`config.mk`:
```
export PLATFORM = sky130hd
export DESIGN_NAME = frame_buffer_reader
export DESIGN_NICKNAME = d
export VERILOG_FILES = /design/src/rtl/frame_buffer_reader.sv
export SDC_FILE = /design/constraint.sdc
export NUM_CORES = 1
export LEC_CHECK = 0
export ABC_CLOCK_PERIOD_IN_PS = 2700
export BUFFER_PORTS_ARGS = -buffer_cell sky130_fd_sc_hd__buf_2
export CAP_MARGIN = 20
export CORE_MARGIN = 2
export CORE_UTILIZATION = 25
export CTS_CLUSTER_SIZE = 40
export DETAILED_ROUTE_END_ITERATION = 7
export PLACE_DENSITY_LB_ADDON = 0.15
export SLEW_MARGIN = 5
export SYNTH_ARGS = -nofsm -noshare
export SYNTH_HDL_FRONTEND = slang
export SYNTH_SLANG_ARGS = --single-unit
```
`constraint.sdc`:
```
create_clock -name Clk -period 2.7 [get_ports Clk]
set_input_delay 0.54 -clock Clk [delete_from_list [all_inputs] [get_ports Clk]]
set_output_delay 0.54 -clock Clk [all_outputs]
set_load 0.01 [all_outputs]
```
`src/rtl/frame_buffer_reader.sv`:
```
// frame_buffer_reader
// Streams one frame of RGB565 pixels out of a double-buffered SRAM into a
// small prefetch FIFO for the VGA consumer. The reader displays the frame
// that is NOT currently being written upstream.
//
// Optional feature: define FBR_UNDERRUN_CNT_EN to add the underrun_cnt
// output, a saturating count of pops requested while the FIFO was empty.
// With the macro undefined the port and its logic do not exist.

module frame_buffer_reader #(
    parameter int          DEPTH       = 16,
    parameter int          FRAME_WORDS = 307200,
    parameter logic [19:0] ODD_BASE    = 20'h4B000
) (
    input  logic        Clk,
    input  logic        Reset_N,
    input  logic        frame_sync,
    input  logic        even_frame,
    input  logic        bus_gnt,
    output logic        bus_req,
    output logic [19:0] SRAM_ADDRESS,
    output logic        SRAM_OE_N,
    output logic        SRAM_WE_N,
    input  logic [15:0] Data_from_SRAM,
    input  logic        pix_rd,
    output logic [15:0] pix_data,
    output logic        pix_valid,
    output logic        frame_done
`ifdef FBR_UNDERRUN_CNT_EN
    ,
    output logic [15:0] underrun_cnt
`endif
);

    // FIFO pointer width, FIFO count width (holds 0..DEPTH), word counter width
    localparam int PW = $clog2(DEPTH);
    localparam int CW = PW + 1;
    localparam int WW = $clog2(FRAME_WORDS + 1);

    localparam logic [CW-1:0] FULL_COUNT = CW'(DEPTH);
    localparam logic [WW-1:0] LAST_WORD  = WW'(FRAME_WORDS - 1);
    localparam logic [19:0]   EVEN_BASE  = 20'h00000;

    typedef enum logic [1:0] {
        S_IDLE  = 2'd0,
        S_FETCH = 2'd1,
        S_HOLD  = 2'd2,
        S_DONE  = 2'd3
    } state_t;

    state_t r_state;
    state_t w_state_next;

    // Read address generation
    logic [19:0]   r_addr;       // next address to issue
    logic [19:0]   r_last_addr;  // last address actually issued (held on the bus)
    logic [WW-1:0] r_wcnt;       // words issued in the current frame
    logic          r_frame_done;

    // Two-stage pipeline of "a read is in flight" flags matching SRAM latency
    logic [1:0]    r_vld;

    // Prefetch FIFO
    logic [15:0]   r_mem [DEPTH];
    logic [PW-1:0] r_wr_ptr;
    logic [PW-1:0] r_rd_ptr;
    logic [CW-1:0] r_count;

    logic [CW-1:0] w_occ;
    logic          w_room;
    logic          w_bus_req;
    logic          w_issue;
    logic          w_last;
    logic          w_push;
    logic          w_pop;
    logic [19:0]   w_base;

    // The frame being displayed is the one not being written: when the
    // writer is on the even frame we read the odd one, and vice versa.
    assign w_base = even_frame ? ODD_BASE : EVEN_BASE;

    // Reserve FIFO space for reads still in flight so a push can never
    // land on a full FIFO.
    assign w_occ  = r_count
                  + {{(CW-1){1'b0}}, r_vld[0]}
                  + {{(CW-1){1'b0}}, r_vld[1]};
    assign w_room = (w_occ < FULL_COUNT);

    // Data arrives two cycles after issue; r_vld[1] marks that cycle.
    assign w_push = r_vld[1];
    assign w_pop  = pix_rd && (r_count != '0);

    // Next-state and bus request/issue decode; frame_sync overrides everything
    always_comb begin
        w_state_next = r_state;
        w_bus_req    = 1'b0;
        w_issue      = 1'b0;
        w_last       = 1'b0;
        case (r_state)
            S_IDLE: begin
                w_state_next = S_IDLE;
            end
            S_FETCH: begin
                w_bus_req = w_room && !frame_sync;
                w_issue   = w_bus_req && bus_gnt;
                w_last    = w_issue && (r_wcnt == LAST_WORD);
                if (w_last) begin
                    w_state_next = S_DONE;
                end else if (!w_room) begin
                    w_state_next = S_HOLD;
                end
            end
            S_HOLD: begin
                if (w_room) begin
                    w_state_next = S_FETCH;
                end
            end
            S_DONE: begin
                w_state_next = S_DONE;
            end
            default: begin
                w_state_next = S_IDLE;
            end
        endcase
        if (frame_sync) begin
            w_state_next = S_FETCH;
        end
    end

    // State register
    always_ff @(posedge Clk) begin
        if (!Reset_N) begin
            r_state <= S_IDLE;
        end else begin
            r_state <= w_state_next;
        end
    end

    // Address, word counter and end-of-frame pulse. The address stops on
    // the final word so it never runs past the end of the frame.
    always_ff @(posedge Clk) begin
        if (!Reset_N) begin
            r_addr       <= 20'h00000;
            r_last_addr  <= 20'h00000;
            r_wcnt       <= '0;
            r_frame_done <= 1'b0;
        end else begin
            r_frame_done <= w_last;
            if (frame_sync) begin
                r_addr <= w_base;
                r_wcnt <= '0;
            end else if (w_issue) begin
                r_last_addr <= r_addr;
                r_wcnt      <= r_wcnt + WW'(1);
                if (!w_last) begin
                    r_addr <= r_addr + 20'h00001;
                end
            end
        end
    end

    // In-flight tracker; clearing it drops data from reads issued before a
    // reset or restart.
    always_ff @(posedge Clk) begin
        if (!Reset_N || frame_sync) begin
            r_vld <= 2'b00;
        end else begin
            r_vld <= {r_vld[0], w_issue};
        end
    end

    // FIFO pointers and occupancy; a restart empties the FIFO.
    always_ff @(posedge Clk) begin
        if (!Reset_N || frame_sync) begin
            r_wr_ptr <= '0;
            r_rd_ptr <= '0;
            r_count  <= '0;
        end else begin
            if (w_push) begin
                r_wr_ptr <= r_wr_ptr + PW'(1);
            end
            if (w_pop) begin
                r_rd_ptr <= r_rd_ptr + PW'(1);
            end
            case ({w_push, w_pop})
                2'b10:   r_count <= r_count + CW'(1);
                2'b01:   r_count <= r_count - CW'(1);
                default: r_count <= r_count;
            endcase
        end
    end

    // FIFO storage write; contents need no reset since the count gates them.
    always_ff @(posedge Clk) begin
        if (Reset_N && !frame_sync && w_push) begin
            r_mem[r_wr_ptr] <= Data_from_SRAM;
        end
    end

    // Space reservation makes an overflowing push impossible.
    a_no_overflow: assert property (
        @(posedge Clk) disable iff (!Reset_N || frame_sync)
        !(w_push && !w_pop && (r_count == FULL_COUNT))
    );

`ifdef FBR_UNDERRUN_CNT_EN
    logic [15:0] r_underrun;

    // Count pops the consumer attempted while the FIFO was empty
    always_ff @(posedge Clk) begin
        if (!Reset_N || frame_sync) begin
            r_underrun <= 16'h0000;
        end else if (pix_rd && (r_count == '0) && (r_underrun != 16'hFFFF)) begin
            r_underrun <= r_underrun + 16'h0001;
        end
    end

    assign underrun_cnt = r_underrun;
`else
    // Underrun counting not built in this configuration.
`endif

    assign bus_req      = w_bus_req;
    assign SRAM_OE_N    = !w_issue;
    assign SRAM_ADDRESS = w_issue ? r_addr : r_last_addr;
    assign SRAM_WE_N    = 1'b1;
    assign pix_valid    = (r_count != '0);
    assign pix_data     = pix_valid ? r_mem[r_rd_ptr] : 16'h0000;
    assign frame_done   = r_frame_done;

endmodule
```
==> impl_metrics.tcl, run 1 <==
set metrics [dict create \
    post-dp-hpwl_um 19400 \
    final_nets 975 \
    synthCells 819 \
    cts_root_buf "clkbuf_16" \
    grt_pass1_wl_um 53000 \
    clock-sinks 337 \
    vdd_drop_max_uv 422 \
    vias_per_cell 4.57 \
    drc 0 \
    numPortBuffers 61 \
    start_util_pct 25.4 \
    ys_seq_elements 337 \
    boundaryPins 63 \
    syn-num-nets 854 \
    power_mw 11.1 \
    start_kind "flop" \
    grt_overflow 0 \
    skew_ps 13.8 \
    drv_cap 0 \
    synth_warnings 0 \
    violations "negative setup slack" \
    postSynth.asyncResetShare_pct 0 \
    antenna_left 0 \
    p_leak_nw 5.55 \
    setup_viol 37 \
    cp_common_cell "mux4_2" \
    final_cell_mix "edfxtp_1, mux4_2, dfxtp_1" \
    place_ws_ps 130 \
    grt_pass1_vias 8111 \
    instances_no_fill 1667 \
    die_h_um 238 \
    antenna_found_initial 1 \
    synth_enable_flop_cells 256 \
    gp_congestion 0.725 \
    final_hold_viol_count 0 \
    die_x_um 238 \
    rsz0062_at_grt "true" \
    wl_um 35500 \
    core_um2 54000 \
    grt_max_degree 35 \
    h-tree-depth 2 \
    crit_required_ps 2160 \
    setup_ws_ps -398 \
    status "complete, but fails checks" \
    hold_path_class "input port to flop" \
    critPathSlowestCell "mux4_2" \
    period_minus_slack_ps 3100 \
    grt_use_total_pct 12.6 \
    ys.flop_type "edfxtp_1" \
    area_growth_syn_to_layout_pct 26.1 \
    worst_slew_pin_slew_ps 556 \
    yosysUniqueCellTypes 54 \
    power_per_cell_area_nw_per_um2 640 \
    period_share_pct 115 \
    critical-path-top-delay-family "multiplexers" \
    cp_num_buf_inv 3 \
    clkTransAtPathRegs_ps 60 \
    rows 85 \
    placed_cells 1575 \
    crit_type "flop to primary output" \
    critical-path-max-stage-delay_ps 510 \
    drt_iter0_markers 433 \
    dieArea_um2 56800 \
    avgSynthCellArea_um2 16.8 \
    worstPathMaxFanout 7 \
    antennaDiodeCount 0 \
    synth_area_um2 13700 \
    tritoncts "built" \
    final_common_cell "edfxtp_1" \
    crit_chain "buf_12 > clkbuf_16 > mux4_2 > mux4_2 > and2_4 > buf_6" \
    yosysSeqAreaShare_pct 67.8 \
    drtPass1Iterations 4 \
    clk_latency_ps 560 \
    drive_above_1_share_pct 32.1 \
    fmax_mhz 323 \
    arrival_ps 2560 \
    cts_made_buffers 40 \
    wire_per_inst_um 21.3 \
    slew_headroom_pct 62.9 \
    end_kind "primary output" \
    via_count 7618 \
    cts_buffer_depth 3 \
    slew_violations 0 \
]
[power breakdown]
| part | switching [mW] | internal [mW] |
|---|---|---|
| registers | 0.00858 | 5.57 |
| clock network | 2.17 | 3.15 |
| logic | 0.120 | 0.0546 |
[layer usage]
metal	up-vias	global-route usage, %	wire length, um
met4	2	3.11	663
met1	3929	16.2	16000
met2	121	21.5	17500
met5	-	0	13
met3	54	2.98	1420
li1	3512	-	-
[sequential cells by signal, indices dropped and copies added, names as in the netlist, named ones only]
register	count
frame_done	1
r_addr	20
r_vld	2
r_count	5
r_state	2
r_wcnt	19
r_rd_ptr	4
r_wr_ptr	4
r_mem	256
r_last_addr	20
[logic make-up after synthesis]
group,share of synthesized area (%)
multiplexers,15.0
AND/OR/NAND/NOR,8.91
buffers and inverters,2.07
flip-flops,67.8
adder cells (fa/ha/maj),1.31
other,0.0273
XOR/XNOR,1.08
AO/OA/AOI/OAI,3.72
[stage by stage]
step | area (um2) | hold WS (ps) | util [%] | TNS [ps]
floorplan | 13700 | 430 | - | 0
global placement | 15300 | 464 | 28.4 | 0
detailed placement | 15300 | 461 | 28.4 | 0
CTS | 17100 | 256 | 31.7 | -11710
global route | 17300 | 301 | 32.0 | -12460
finish | 17300 | 296 | 32.0 | -9140
[worst reg2reg max path: cells and delay by family, from the launching register on]
family	cells	cell delay [ps]
AND/OR/NAND/NOR	4	840
adder cells (fa/ha/maj)	2	590
flip-flops	1	350
XOR/XNOR	1	80
buffers and inverters	1	150
AO/OA/AOI/OAI	3	460
[repair_timing]
action | in CTS | in global routing
pin swaps | 8 | 6
gates resized for setup | 72 | 32
cloned | 3 | 4
hold buffers | 0 | 0
setup buffers | 10 | 7
setup endpoints to repair | 38 | 40
[cells in the mapped netlist (5+ instances only)]
cell type | count | area, um2
a21oi_1 | 33 | 165
and2_1 | 56 | 350
and3_1 | 6 | 37.5
and4_1 | 5 | 43.8
buf_2 | 10 | 50.1
buf_4 | 6 | 45.0
clkbuf_1 | 29 | 109
dfxtp_1 | 81 | 1620
edfxtp_1 | 256 | 7690
ha_1 | 12 | 150
inv_1 | 9 | 33.8
mux2_2 | 16 | 180
mux2i_1 | 6 | 60.1
mux4_2 | 80 | 1800
nand2_1 | 19 | 71.3
nand3_1 | 21 | 105
nand4_1 | 19 | 119
nor2_1 | 31 | 116
nor3_1 | 8 | 40.0
o21ai_0 | 11 | 55.1
o31ai_1 | 18 | 135
or4_1 | 17 | 128
xnor2_1 | 10 | 87.6
xor2_1 | 7 | 61.3
[area by class of cell]
cell class                 instances  area (um2)
clock buffer                      54        1090
tap                              696         871
multi-input combinational        422        4310
inverter                          10        45.0
clock inverter                    19         193
timing repair buffer             129        1480
fill                            5320       36700
sequential                       337        9320
[worst paths after layout]
| kind | startpoint | to | slack [ps] | depth (start not counted) |
|---|---|---|---|---|
| max | flop | pix_data[15] | -400 | 6 |
| min | even_frame | r_addr[15] | 300 | 3 |
| max reg2reg | r_count[0] | r_count[4] | 160 | 11 |
| min reg2reg | r_wcnt[1] | r_wcnt[1] | 490 | 2 |
(Power assumes the default switching activity.)
==> inputs of run 2 (changes only) <==
--- a/config.mk
+++ b/config.mk
@@ -9,7 +9,7 @@
 export BUFFER_PORTS_ARGS = -buffer_cell sky130_fd_sc_hd__buf_2
 export CAP_MARGIN = 20
 export CORE_MARGIN = 2
-export CORE_UTILIZATION = 25
+export CORE_UTILIZATION = 40
 export CTS_CLUSTER_SIZE = 40
 export DETAILED_ROUTE_END_ITERATION = 7
 export PLACE_DENSITY_LB_ADDON = 0.15
==> impl_metrics.tcl, run 2 (same netlist as run 1, synthesis figures left out) <==
set metrics [dict create \
    status "complete, but fails checks" \
    violations "negative setup slack" \
    critical-path-max-stage-delay_ps 520 \
    place_ws_ps 156 \
    area_growth_syn_to_layout_pct 23.6 \
    drv_cap 0 \
    die_x_um 189 \
    crit_chain "buf_12 > mux4_2 > mux4_2 > and2_1 > buf_2" \
    antenna_found_initial 1 \
    drtPass1Iterations 6 \
    critical_path_depth 5 \
    cts_root_buf "clkbuf_16" \
    largest_reg_flops 256 \
    r2r-start "r_vld[1]" \
    period_share_pct 111 \
    die_h_um 189 \
    clkTransAtPathRegs_ps 60 \
    power_per_cell_area_nw_per_um2 652 \
    critPathSlowestCell "mux4_2" \
    post-dp-hpwl_um 17100 \
    hold_start "even_frame" \
    critical-path-top-delay-family "multiplexers" \
    rr_endpoint "r_addr[3]" \
    core_um2 33700 \
    drc 0 \
    fmax_mhz 333 \
    slew_violations 0 \
    power_mw 11.1 \
    start_util_pct 40.7 \
    final_cell_mix "edfxtp_1, mux4_2, dfxtp_1" \
    whs_path_depth 3 \
    antenna_left 0 \
    final_common_cell "edfxtp_1" \
    end_kind "primary output" \
    tritoncts "built" \
    drt_iter0_markers 498 \
    h-tree-depth 2 \
    final_nets 977 \
    worstPathMaxFanout 13 \
    cts_buffer_depth 3 \
    crit_type "flop to primary output" \
    numPortBuffers 61 \
    final_hold_viol_count 0 \
    reg_top3 "r_mem (256), r_addr (20), r_last_addr (20)" \
    wire_per_inst_um 22.0 \
    cts_made_buffers 37 \
    rsz0062_at_grt "true" \
    dieArea_um2 35800 \
    grt_pass1_vias 7814 \
    grt_overflow 0 \
    vdd_drop_max_uv 509 \
    hold_path_class "input port to flop" \
    fillers 2846 \
    wl_um 31300 \
    start_kind "flop" \
    vias_per_cell 5.41 \
    clk_latency_ps 530 \
    cp_common_cell "mux4_2" \
    crit_required_ps 2160 \
    dpl_cell_area_um2 15000 \
    setup_viol 38 \
    drive_above_1_share_pct 32.3 \
    skew_ps 15.6 \
    slew_headroom_pct 56.7 \
    holdPathEnd "r_addr[15]" \
    via_count 7676 \
    arrival_ps 2470 \
    gp_congestion 0.744 \
    period_minus_slack_ps 3010 \
    p_leak_nw 5.59 \
    grt_max_degree 31 \
    rrSetupSlack_ps 170 \
    top_register "r_mem" \
    cp_num_buf_inv 2 \
    post-route-cell-area_um2 17000 \
    r2r.worst_path.cells 12 \
    grt_pass1_wl_um 47400 \
    worst_slew_pin_slew_ps 645 \
    grt_use_total_pct 17.5 \
    clock-sinks 337 \
    boundaryPins 63 \
    fin_util_pct 50.3 \
    setup_ws_ps -307 \
    rows 67 \
    instances_no_fill 1420 \
    placed_cells 1327 \
]
==> run 2: cell types whose count changed in the layout (fill, tap and decap cells not counted), sizes merged <==
cell / delta
clkinvlp: -2
bufinv: +4
buf: +7
bufbuf: +2
diode: +1
clkbuf: -10
inv: -1
==> run 2: what timing repair did <==
item | 4_1_cts | 5_1_grt
setup endpoints to repair | 38 | 39
setup buffers | 13 | 12
gates resized for setup | 52 | 48
pin swaps | 1 | 8
cloned | 3 | 1
hold buffers | 0 | 0
==> run 2: power breakdown <==
part / leakage [nW] / switching [mW] / internal, mW
combinational: 2.01 / 0.118 / 0.0667
clock: 0.625 / 2.02 / 3.27
sequential: 2.96 / 0.00849 / 5.57
total: 5.59 / 2.15 / 8.91
==> run 2: worst min-delay path, cell delays in order <==
cell	delay (ps)
buf_2	110
nand3_1	70
o211ai_1	80
==> run 2: metal layers <==
layer,share of wire (%),vias to the layer above,GRT usage [%]
met5,0,-,0
met4,2.2,0,4.77
met3,4.7,56,2.87
met2,50,164,30.0
met1,43,3963,23.2
li1,-,3493,-
==> run 2: through the flow <==
step                TNS (ps)  hold slack, ps
detailed placement         0             441
floorplan                  0             430
CTS                    -9140             304
global placement           0             441
finish                 -7840             330
global route          -10700             325
==> run 2: cell type report <==
class | count | area, um2 | share of cell area, %
flip-flops and latches | 337 | 9320 | 54.9
multi-input cells | 422 | 4310 | 25.4
repair buffers | 134 | 1450 | 8.53
clock buffers | 48 | 988 | 5.83
well taps | 448 | 561 | 3.30
clock inverters | 20 | 294 | 1.73
inverters | 10 | 45.0 | 0.265
diodes | 1 | 2.50 | 0.0147
==> run 2: worst max path at each step <==
stage                                  end        from  slack, ps
after global routing           pix_data[5]        flop       -400
after CTS                      pix_data[5]        flop       -350
after global placement    SRAM_ADDRESS[19]  frame_sync        170
after floorplan            SRAM_ADDRESS[0]  r_count[0]        150
after detailed placement  SRAM_ADDRESS[18]  frame_sync        160
final                          pix_data[5]        flop       -310
==> inputs of run 3 (changes only) <==
--- a/config.mk
+++ b/config.mk
@@ -8,11 +8,12 @@
 export ABC_CLOCK_PERIOD_IN_PS = 2700
 export BUFFER_PORTS_ARGS = -buffer_cell sky130_fd_sc_hd__buf_2
 export CAP_MARGIN = 20
-export CORE_MARGIN = 2
-export CORE_UTILIZATION = 40
+export CORE_MARGIN = 5
+export CORE_UTILIZATION = 45
 export CTS_CLUSTER_SIZE = 40
 export DETAILED_ROUTE_END_ITERATION = 7
 export PLACE_DENSITY_LB_ADDON = 0.15
+export SETUP_SLACK_MARGIN = 0.15
 export SLEW_MARGIN = 5
 export SYNTH_ARGS = -nofsm -noshare
 export SYNTH_HDL_FRONTEND = slang
==> impl_metrics.tcl, run 3 (same netlist as run 1, synthesis figures left out) <==
set metrics [dict create \
    p_int_mw 8.37 \
    crit_type "flop to primary output" \
    arrival_ps 2500 \
    vdd_drop_max_uv 369 \
    clkTransAtPathRegs_ps 60 \
    period_share_pct 113 \
    drc 0 \
    drv_cap 0 \
    worst_slew_pin_slew_ps 656 \
    area_growth_syn_to_layout_pct 23.3 \
    final_common_cell "edfxtp_1" \
    antenna_left 0 \
    antennaDiodeCount 0 \
    cp_num_buf_inv 4 \
    gp_congestion 0.774 \
    rows 64 \
    clk_latency_ps 510 \
    grt_pass1_vias 8220 \
    grt_pass1_wl_um 47100 \
    fmax_mhz 329 \
    violations "negative setup slack" \
    rsz0062_at_grt "true" \
    largest_reg_flops 256 \
    drive_above_1_share_pct 34.3 \
    numPortBuffers 61 \
    critical-path-max-stage-delay_ps 490 \
    slew_headroom_pct 56.2 \
    start_util_pct 45.2 \
    wl_met3_um 1510 \
    cts_buffer_depth 3 \
    power_per_cell_area_nw_per_um2 616 \
    holdBufCountCts 0 \
    cts_root_buf "clkbuf_16" \
    critical-path-top-delay-family "multiplexers" \
    top_register "r_mem" \
    critPathSlowestCell "mux4_2" \
    reg_top3 "r_mem (256), r_addr (20), r_last_addr (20)" \
    period_minus_slack_ps 3040 \
    core_um2 30300 \
    die_h_um 185 \
    worstPathMaxFanout 7 \
    top_layer_used "met4" \
    final_nets 995 \
    die_x_um 185 \
    drtPass1Iterations 5 \
    crit_required_ps 2160 \
    wire_per_inst_um 22.4 \
    tritoncts "built" \
    power_frac_seq_pct 53.5 \
    p_sw_mw 2.06 \
    instances_no_fill 1382 \
    start_kind "flop" \
    wl_um 30900 \
    final_hold_viol_count 0 \
    dieArea_um2 34100 \
    fin_util_pct 55.8 \
    grt_use_total_pct 18.0 \
    swShare_pct 19.8 \
    final_cell_mix "edfxtp_1, mux4_2, dfxtp_1" \
    end_kind "primary output" \
    slew_violations 0 \
    cts_made_buffers 37 \
    h-tree-depth 2 \
    combPwrFrac_pct 1.9 \
    placed_cells 1274 \
    whs_ps 380 \
    crit_chain "buf_12 > buf_12 > clkbuf_16 > mux4_2 > mux4_2 > and2_1 > buf_2" \
    boundaryPins 63 \
    fillers 2329 \
    vias_per_cell 5.73 \
    setup_ws_ps -343 \
    wl_met2_um 16300 \
    grt_max_degree 45 \
    r2r-start "r_count[0]" \
    via_count 7914 \
    hold_path_class "input port to flop" \
    status "complete, but fails checks" \
    setup_viol 37 \
    pwr-share-clk_pct 44.6 \
    clock-sinks 337 \
    post-dp-hpwl_um 18000 \
    grt_overflow 0 \
    drt_iter0_markers 616 \
    skew_ps 12.8 \
    wl_met1_um 12500 \
    antenna_found_initial 0 \
    p_leak_nw 5.61 \
    place_ws_ps 93.4 \
    hold_start "even_frame" \
]
## run 3: cell types whose count changed in the layout (fill, tap and decap cells not counted), moves of 3 or more
cell	change
buf_12	-4
buf_16	+5
buf_2	+5
buf_4	+11
bufinv_16	-5
inv_6	+3
## run 3: worst paths after layout
check / to / cells past startpoint / slack (ps)
worst min register to register: r_addr[19] / 2 / 490
worst max-delay path: pix_data[4] / 7 / -340
worst max register to register: frame_done / 17 / 140
worst min-delay path: r_addr[13] / 3 / 380
## run 3: power by group through the flow
stage               Clock (mW)  Sequential (mW)  Combinational, mW
finish                    4.65             5.58              0.201
global route              5.00             5.58              0.218
CTS                       4.77             5.58              0.176
detailed placement           0             5.69              0.142
global placement             0             5.69              0.132
floorplan                    0             5.69             0.0599
## run 3: layout make-up
class | instances | area, um2 | area share [%]
Clock buffer | 45 | 956 | 5.65
Clock inverter | 20 | 156 | 0.924
Sequential cell | 337 | 9320 | 55.1
Inverter | 10 | 50.0 | 0.296
Timing Repair Buffer | 152 | 1600 | 9.43
Tap cell | 396 | 495 | 2.93
Multi-Input combinational cell | 422 | 4350 | 25.7
## run 3: metrics by stage
stage               cell area (um2)  power (mW)  setup TNS [ps]
floorplan                     13700        5.75               0
global placement              14800        5.82               0
finish                        16900        10.4           -7960
CTS                           16600        10.5           -7930
global route                  16900        10.8          -10860
detailed placement            14800        5.83               0
## run 3: worst register-to-register path, delay by kind of cell, from the launching register on
| kind | cells | cell delay [ps] |
|---|---|---|
| adder cells (fa/ha/maj) | 1 | 270 |
| AND/OR/NAND/NOR | 3 | 370 |
| buffers and inverters | 11 | 1210 |
| AO/OA/AOI/OAI | 2 | 290 |
| flip-flops | 1 | 350 |
## run 3: repair_timing
item	in CTS	in global routing
gates resized for setup	68	41
pin swaps	8	11
hold endpoints to repair	0	0
setup buffers	23	13
gates cloned	5	2
setup endpoints to repair	40	40
## run 3: routing by layer
layer / vias to the layer above / track usage (%)
met5: - / 0
met4: 0 / 4.23
met3: 37 / 2.76
met2: 236 / 32.1
met1: 4097 / 23.3
li1: 3544 / -
